**config.mk**
```make
export PLATFORM = sky130hd
export DESIGN_NAME = dvg_vector_timer
export DESIGN_NICKNAME = d
export VERILOG_FILES = /design/src/rtl/dvg_vector_timer.sv
export SDC_FILE = /design/constraint.sdc
export NUM_CORES = 1
export LEC_CHECK = 0
export CORE_UTILIZATION = 59
export CTS_BUF_LIST = sky130_fd_sc_hd__clkbuf_2 sky130_fd_sc_hd__clkbuf_4 sky130_fd_sc_hd__clkbuf_8
export CTS_CLUSTER_DIAMETER = 30
export DETAILED_ROUTE_END_ITERATION = 16
export GPL_TIMING_DRIVEN = 0
export HOLD_SLACK_MARGIN = 0.15
export PLACE_DENSITY_LB_ADDON = 0.15
export SYNTH_ARGS = -nofsm -noshare
export SYNTH_HDL_FRONTEND = slang
export SYNTH_SLANG_ARGS = --single-unit
```
**constraint.sdc**
```tcl
create_clock -name clk -period 2.52 [get_ports clk]
set_input_delay 0.378 -clock clk [delete_from_list [all_inputs] [get_ports clk]]
set_output_delay 0.378 -clock clk [all_outputs]
set_load 0.03 [all_outputs]
```
**src/rtl/dvg_vector_timer.sv**
```systemverilog
// -----------------------------------------------------------------------------
// dvg_vector_timer
//
// Drawing stage behind the DVG state machine. When go rises it latches the
// vector operands. It then runs for a scale-dependent number of cycles N.
// During the run, a pair of DDA rate multipliers produce X/Y beam step pulses,
// floor(d*N/2^DW) per axis. At the end it raises stop until go is released.
//
// Optional feature (macro DVG_GLOBAL_SCALE_EN): adds input gscale. It shortens
// every drawing run to max(1, N >> gscale).
//
// Ports:
//   clk      in   system clock, rising edge
//   reset_n  in   asynchronous active-low reset
//   go       in   draw request level from the state machine
//   op       in   opcode: 0x0-0x9 VCTR scale, 0xF SVEC, others non-drawing
//   sscale   in   SVEC scale field
//   dx, dy   in   X/Y magnitudes (DW bits)
//   xsign    in   X direction, 1 = negative
//   ysign    in   Y direction, 1 = negative
//   zin      in   intensity
//   gscale   in   global scale shift (only with DVG_GLOBAL_SCALE_EN)
//   xstep    out  one-cycle X step pulse
//   ystep    out  one-cycle Y step pulse
//   xdir     out  registered X direction
//   ydir     out  registered Y direction
//   zout     out  registered intensity
//   beam_on  out  high while running with nonzero intensity
//   stop     out  vector-complete level
// -----------------------------------------------------------------------------
module dvg_vector_timer #(
   parameter int DW = 10
) (
   input  logic          clk,
   input  logic          reset_n,
   input  logic          go,
   input  logic [3:0]    op,
   input  logic [1:0]    sscale,
   input  logic [DW-1:0] dx,
   input  logic [DW-1:0] dy,
   input  logic          xsign,
   input  logic          ysign,
   input  logic [3:0]    zin,
`ifdef DVG_GLOBAL_SCALE_EN
   input  logic [2:0]    gscale,
`endif
   output logic          xstep,
   output logic          ystep,
   output logic          xdir,
   output logic          ydir,
   output logic [3:0]    zout,
   output logic          beam_on,
   output logic          stop
);

   localparam int CW = 11;  // holds N up to 1024

   typedef enum logic [1:0] {IDLE, RUN, DONE} state_t;

   state_t        state;
   logic [CW-1:0] count;
   logic [DW-1:0] dx_q, dy_q;
   logic [DW-1:0] accx, accy;
   logic [DW:0]   sum_x, sum_y;
   logic [CW-1:0] n_load;

   function automatic logic [CW-1:0] run_len(input logic [3:0] o, input logic [1:0] s);
      logic [CW-1:0] n;
      if (o <= 4'd9)
         n = CW'(1) << (o + 4'd1);
      else if (o == 4'hF)
         n = CW'(1) << ({1'b0, s} + 3'd5);
      else
         n = '0;
      return n;
   endfunction

`ifdef DVG_GLOBAL_SCALE_EN
   function automatic logic [CW-1:0] scale_len(input logic [CW-1:0] n, input logic [2:0] g);
      logic [CW-1:0] r;
      r = n >> g;
      // A drawing op never collapses to an empty run.
      if (n != '0 && r == '0)
         r = CW'(1);
      return r;
   endfunction

   assign n_load = scale_len(run_len(op, sscale), gscale);
`else
   assign n_load = run_len(op, sscale);
`endif

   assign sum_x = {1'b0, accx} + {1'b0, dx_q};
   assign sum_y = {1'b0, accy} + {1'b0, dy_q};

   always_ff @(posedge clk or negedge reset_n) begin
      if (!reset_n) begin
         state   <= IDLE;
         count   <= '0;
         dx_q    <= '0;
         dy_q    <= '0;
         accx    <= '0;
         accy    <= '0;
         xstep   <= 1'b0;
         ystep   <= 1'b0;
         xdir    <= 1'b0;
         ydir    <= 1'b0;
         zout    <= '0;
         beam_on <= 1'b0;
         stop    <= 1'b0;
      end else begin
         case (state)
            IDLE: begin
               xstep   <= 1'b0;
               ystep   <= 1'b0;
               beam_on <= 1'b0;
               stop    <= 1'b0;
               if (go) begin
                  dx_q <= dx;
                  dy_q <= dy;
                  xdir <= xsign;
                  ydir <= ysign;
                  zout <= zin;
                  if (n_load != '0) begin
                     state   <= RUN;
                     count   <= n_load;
                     // The first accumulation (0 + d) is folded into the start
                     // edge. It can never carry. Each pulse then shows up in the
                     // RUN cycle that produced it, and N additions give exactly
                     // floor(d*N/2^DW) pulses.
                     accx    <= dx;
                     accy    <= dy;
                     beam_on <= (zin != 4'd0);
                  end else begin
                     state <= DONE;
                     stop  <= 1'b1;
                     count <= '0;
                     accx  <= '0;
                     accy  <= '0;
                  end
               end
            end

            RUN: begin
               if (!go) begin
                  // Halt: abort without stop and drop any pending pulse.
                  state   <= IDLE;
                  count   <= '0;
                  accx    <= '0;
                  accy    <= '0;
                  xstep   <= 1'b0;
                  ystep   <= 1'b0;
                  beam_on <= 1'b0;
               end else if (count == CW'(1)) begin
                  state   <= DONE;
                  count   <= '0;
                  xstep   <= 1'b0;
                  ystep   <= 1'b0;
                  beam_on <= 1'b0;
                  stop    <= 1'b1;
               end else begin
                  {xstep, accx} <= sum_x;
                  {ystep, accy} <= sum_y;
                  count         <= count - CW'(1);
               end
            end

            DONE: begin
               xstep   <= 1'b0;
               ystep   <= 1'b0;
               beam_on <= 1'b0;
               if (!go) begin
                  state <= IDLE;
                  stop  <= 1'b0;
                  accx  <= '0;
                  accy  <= '0;
               end
            end

            default: begin
               state <= IDLE;
               stop  <= 1'b0;
            end
         endcase
      end
   end

endmodule

```
==> results of run 1 <==
## worst max-delay path, delay by kind of cell (launching register included)
kind	cells	cell delay (ps)
AOI/OAI and AO/OA	3	800
adders and majority gates	1	190
buffers and inverters	3	460
DFF	1	410
and+or+nand+nor	2	350
## metal layers
metal	track usage	wire (um)
met1	0.353	4240
met2	0.473	4690
met3	0.0535	480
met4	0.0955	123
met5	0	0
## registers in the layout, summed over array words and instances (netlist names)
signal / cells
state: 2
ystep: 1
dx_q: 10
zout: 4
stop: 1
accy: 10
xdir: 1
ydir: 1
xstep: 1
dy_q: 10
accx: 10
beam_on: 1
count: 11
## metrics by stage
stage	TNS, ps	cells
2_1_floorplan	0	422
3_3_place_gp	-61420	542
3_5_place_dp	0	542
4_1_cts	0	557
5_1_grt	0	557
6_report	0	557
## where the power goes
group          internal, uW  switching, uW  total (uW)
Clock                   470            392         862
Sequential             1500            346        1840
Combinational          1840           2390        4220
## cell usage in the layout, fill, tap and decap left out, drive strengths merged, types with 6 or more instances in the layout
cell,Yosys,layout
a21o,6,6
a21oi,23,23
a221oi,11,11
a31oi,12,12
and2,6,6
buf,12,13
clkbuf,6,17
clkdlybuf4s50,0,42
dfrtp,63,63
ha,27,27
inv,11,11
mux2,26,26
nand2,26,26
nor2,47,47
nor3,14,14
o21ai,37,37
## logic make-up (layout without fill, tap and decap cells)
kind of cell	after synthesis	count (layout)	synth area share
mux	31	31	0.0843
xor+xnor	6	6	0.0129
flops	63	63	0.387
buf+inv	29	87	0.0344
compound gates	133	133	0.225
simple gates	131	131	0.163
fa+ha+maj	29	29	0.0929
## area by class of cell
class                      count  area share
buffer                        18      0.0206
clock buffer                  11      0.0290
clock inverter                 4     0.00992
inverter                      11     0.00862
multi-input combinational    330       0.493
sequential                    63       0.329
tap                           77      0.0201
timing repair buffer          43      0.0893
## worst min-delay path by stage
stage               end  cells after the start
2_1_floorplan   accx[0]                      0
3_3_place_gp    accy[6]                      2
3_5_place_dp    accx[6]                      2
4_1_cts         dy_q[6]                      1
5_1_grt        count[4]                      1
6_report        accy[3]                      1
==> impl_metrics.json, run 1 <==
{
  "status": "complete, no violations",
  "grt_max_degree": 64,
  "final_layout_size_suffix_gt1_frac": 0.142,
  "cellLeakagePower_uw": 0.00208,
  "ir_drop_mv": 0.750,
  "critical_path.startpoint_type": "flip-flop",
  "synth_top_area_frac": 0.387,
  "tightest_slew_ps": 802,
  "yosysTopAreaCell": "dfrtp_1",
  "finClkSkew_ps": 13.3,
  "ctsLongestPathBuffers": 2,
  "rr_startpoint": "state[1]",
  "wl_um": 9530,
  "cap_violations": 0,
  "grt_pass1_wl_um": 15800,
  "end_kind": "flip-flop",
  "layout_setup_ws_ps": 200,
  "tritoncts": "done",
  "power.density_nw_per_um2": 1450,
  "finalSetupViolCount": 0,
  "r2r-end": "accy[1]",
  "p_total_uw": 6930,
  "synthTopCellsByArea": "dfrtp_1 (39%), ha_1 (8.3%), mux2_2 (7.2%), o21ai_0 (4.4%), nor2_1 (4.3%)",
  "drc": 0,
  "grt_usage": 0.277,
  "reg2reg_slack_ps": 200,
  "rows": 29,
  "n_fill_cell": 483,
  "n_antenna_cell": 0,
  "antenna_found_initial": 0,
  "globalRouteOverflowTotal": 0,
  "synth-async-reset-ratio": 1.00,
  "grt_setup_unrepaired": "false",
  "synth_edf_count": 0,
  "fin_nets": 540,
  "start_util": 0.626,
  "syn-num-nets": 486,
  "portBuffers": 43,
  "dpl_worst_slack_ps": 84.1,
  "ant_nets": 0,
  "cts_hold_buffers": 0,
  "finalHoldViolCount": 0,
  "syn2layout_area_growth_pct": 17.7,
  "post-dp-hpwl_um": 6650,
  "cts_inserted_buffers": 9,
  "wl_per_cell_um": 17.1,
  "fin_area_um2": 4790,
  "cts_setup_buffers": 0,
  "cts_root_buffer": "clkbuf_8",
  "r2r_cells": 9,
  "via_per_inst": 6.41,
  "finalCritPeriodShare": 0.920,
  "synth.distinct_cells": 67,
  "fmax_mhz": 431,
  "timing.critical_path.to": "accy[1]",
  "ys.flop_type": "dfrtp_1",
  "cts.clk_slew.worst_paths_ps": 70,
  "syn-mean-instance-area_um2": 9.64,
  "grt_pass1_vias": 3425,
  "cp-startpoint": "state[1]",
  "hp-class": "in2async",
  "syn_area_um2": 4070,
  "path_cells": "inv_1 > ha_1 > buf_2 > nand2_1 > nor3_4 > a311o_2 > buf_6 > a211oi_1 > a21oi_2",
  "slew_violations": 0,
  "worstSetupPathType": "reg2reg",
  "synth_most_common_cell": "dfrtp_1",
  "yosysWarnings": 0,
  "vias": 3568,
  "dieArea_um2": 7230,
  "ff_latch_area_um2": 1580,
  "die_h_um": 85.0,
  "slew_headroom": 0.465,
  "cts_sinks": 63,
  "critPathArrivalTime_ps": 2540,
  "path_max_fanout": 10,
  "die_w_um": 85.0,
  "min_period_ps": 2320,
  "crit_path_top_delay_cell": "a311o_2",
  "synthTopCellsByCount": "dfrtp_1 (63), nor2_1 (47), o21ai_0 (36)",
  "multiInputGateArea_um2": 2360,
  "synth-seq-cells": 63,
  "place_congestion": 0.919,
  "post_cts_resized": 0,
  "core_um2": 6490,
  "syn_inst": 422,
  "max_stage_delay_ps": 480,
  "utilization": 0.738,
  "drt_iter0_drc": 195,
  "hold-worst-slack_ps": 115,
  "htree_levels": 3,
  "dpl_cell_area_um2": 4590,
  "critPathRequiredTime_ps": 2740,
  "firstDrtPassIters": 5,
  "synth-seq-area-share": 0.387,
  "clock_latency_ps": 350,
  "ios": 45
}
No activity file was read; power rests on OpenSTA's default activity.
==> run 2: changes to the inputs <==
--- a/config.mk
+++ b/config.mk
@@ -6,6 +6,5 @@
 export NUM_CORES = 1
 export LEC_CHECK = 0
-export CORE_UTILIZATION = 59
-export CTS_BUF_LIST = sky130_fd_sc_hd__clkbuf_2 sky130_fd_sc_hd__clkbuf_4 sky130_fd_sc_hd__clkbuf_8
+export CORE_UTILIZATION = 57
 export CTS_CLUSTER_DIAMETER = 30
 export DETAILED_ROUTE_END_ITERATION = 16
@@ -13,4 +12,5 @@
 export HOLD_SLACK_MARGIN = 0.15
 export PLACE_DENSITY_LB_ADDON = 0.15
+export REMOVE_ABC_BUFFERS = 1
 export SYNTH_ARGS = -nofsm -noshare
 export SYNTH_HDL_FRONTEND = slang
==> constraint.sdc (replaced) <==
create_clock -name clk -period 2.52 [get_ports clk]
set_input_delay 0.378 -clock clk [delete_from_list [all_inputs] [get_ports clk]]
set_output_delay 0.378 -clock clk [all_outputs]
set_load 0.005 [all_outputs]
==> run 2 against run 1 <==
Compared with the run above:
- sequential power about the same
- critical path type unchanged
- routed wire length up 2.7%
- cell count is 1.4% higher
- design area rose by 0.60%
- via count fell by 0.39%
- largest power group unchanged
- sequential cell count did not move
- critical endpoint is now accx[9]
==> impl_metrics.json, run 2 (synthesized netlist as in run 1, its figures left out) <==
{
  "slew_violations": 0,
  "p_comb_frac": 0.594,
  "p_sw_uw": 3080,
  "critical_path.startpoint_type": "flip-flop",
  "syn2layout_area_growth_pct": 18.5,
  "layout_common_cells": "dfrtp_1 (63), nor2_1 (46), clkdlybuf4s50_1 (43)",
  "n_fill_cell": 528,
  "portBuffers": 44,
  "finalHoldViolCount": 0,
  "place_congestion": 0.903,
  "firstDrtPassIters": 5,
  "path_max_fanout": 12,
  "reg2reg_slack_ps": 170,
  "tightest_slew_ps": 787,
  "core_um2": 6830,
  "crit_path_top_delay_cell": "a311o_2",
  "p_int_uw": 3910,
  "path_cells": "inv_1 > ha_1 > nand2_1 > nor3_4 > a311o_2 > a221oi_1 > a21oi_1",
  "worstSetupPathType": "reg2reg",
  "min_period_ps": 2350,
  "drc": 0,
  "fin_nets": 528,
  "die_h_um": 86.5,
  "cts.clk_slew.worst_paths_ps": 70,
  "cts_hold_buffers": 0,
  "ctsLongestPathBuffers": 2,
  "wl_um": 9790,
  "fmax_mhz": 425,
  "top_register": "count",
  "clock_latency_ps": 340,
  "ff_latch_area_um2": 1580,
  "status": "complete, no violations",
  "finClkSkew_ps": 6.24,
  "layout_commonest_cell": "dfrtp_1",
  "cts_sinks": 63,
  "finalSetupViolCount": 0,
  "seqPwrFrac": 0.263,
  "tns_ps": 0,
  "cap_violations": 0,
  "critPathArrivalTime_ps": 2620,
  "dieArea_um2": 7480,
  "finalCritPeriodShare": 0.933,
  "multiInputGateArea_um2": 2380,
  "cts_root_buffer": "clkbuf_8",
  "critPathRequiredTime_ps": 2790,
  "end_kind": "flip-flop",
  "dpl_worst_slack_ps": -966,
  "final_layout_size_suffix_gt1_frac": 0.143,
  "largest_reg_flops": 11,
  "slew_headroom": 0.476,
  "antenna_found_initial": 0,
  "rows": 30,
  "ant_nets": 0,
  "pwr-share-clk": 0.143,
  "cts_inserted_buffers": 9,
  "tritoncts": "done",
  "grt_pass1_vias": 3439,
  "hp-class": "in2async",
  "vias": 3554,
  "ios": 45,
  "grt_pass1_wl_um": 15700,
  "layout_setup_ws_ps": 168,
  "grt_setup_unrepaired": "false",
  "ir_drop_mv": 0.803,
  "htree_levels": 3,
  "via_per_inst": 6.29,
  "grt_max_degree": 64,
  "drt_iter0_drc": 282,
  "cellLeakagePower_uw": 0.00207,
  "post-dp-hpwl_um": 6410,
  "globalRouteOverflowTotal": 0,
  "die_w_um": 86.5,
  "n_antenna_cell": 0,
  "max_stage_delay_ps": 440,
  "power.density_nw_per_um2": 1450,
  "switching_share": 0.440,
  "wl_per_cell_um": 17.3,
  "grt_usage": 0.269,
  "start_util": 0.596
}
==> run 2: changes by cell type in the layout (fill, tap and decap cells not counted), sizes merged <==
cell	previous run	this run
clkbuf	17	10
a311o	1	2
buf	13	5
clkinv	2	4
bufinv	1	2
clkdlybuf4s50	42	43
clkinvlp	1	0
==> run 2: worst paths after layout <==
| kind | from | endpoint | depth (start not counted) |
|---|---|---|---|
| max | state[1] | accx[9] | 7 |
| min | reset_n | accx[8] | 1 |
| max reg2reg | state[1] | accx[9] | 7 |
| min reg2reg | accy[6] | accy[6] | 2 |
| max in group asynchronous | reset_n | accy[9] | 1 |
| min in group clk | accy[6] | accy[6] | 2 |
==> run 2: through the flow <==
| step | instances | area [um2] | hold slack (ps) | util | power [uW] |
|---|---|---|---|---|---|
| 4_1_cts | 562 | 4790 | 155 | 0.701 | 6850 |
| 3_5_place_dp | 546 | 4550 | 478 | 0.666 | 5790 |
| 3_3_place_gp | 544 | 4530 | 468 | 0.663 | 5590 |
| 5_1_grt | 565 | 4820 | 206 | 0.705 | 7540 |
| 6_report | 565 | 4820 | 105 | 0.705 | 6990 |
| 2_1_floorplan | 404 | 3970 | 82.4 | - | 4730 |
==> run 2: timing repair <==
action | in CTS | in global routing
buffers inserted | 0 | 2
gates cloned | 0 | 1
gates resized for setup | 3 | 3
endpoints found under the setup margin | 15 | 25
==> run 2: final cells by class <==
class,instances,area share
multi-input combinational,331,0.495
sequential,63,0.327
timing repair buffer,48,0.0987
clock buffer,10,0.0286
tap,96,0.0249
clock inverter,6,0.0174
inverter,11,0.00857
==> run 2: power groups by stage <==
stage | Combinational [uW] | Clock (uW) | Sequential [uW]
4_1_cts | 4000 | 1010 | 1840
5_1_grt | 4570 | 1060 | 1900
3_5_place_dp | 3940 | 0 | 1860
3_3_place_gp | 3770 | 0 | 1820
6_report | 4150 | 1000 | 1840
2_1_floorplan | 2960 | 0 | 1770
==> run 2: routing by layer <==
layer	global-route usage	vias to the layer above	routed length, um
met5	0	-	0
met4	0.109	0	166
met3	0.0467	19	679
met2	0.432	151	4620
met1	0.362	1706	4320
li1	-	1678	-
==> run 2: worst max-delay path, delay by kind of cell (launching register included) <==
kind	cells	cell delay, ps
compound gates	3	710
fa+ha+maj	1	390
buf+inv	1	120
flops	1	420
simple gates	2	630
==> run 3: changes to the inputs <==
Settings changed: HOLD_SLACK_MARGIN 0.15 to 0.02.
==> results of run 3 <==
Final layout, timing and power as in run 2 (identical DEF).
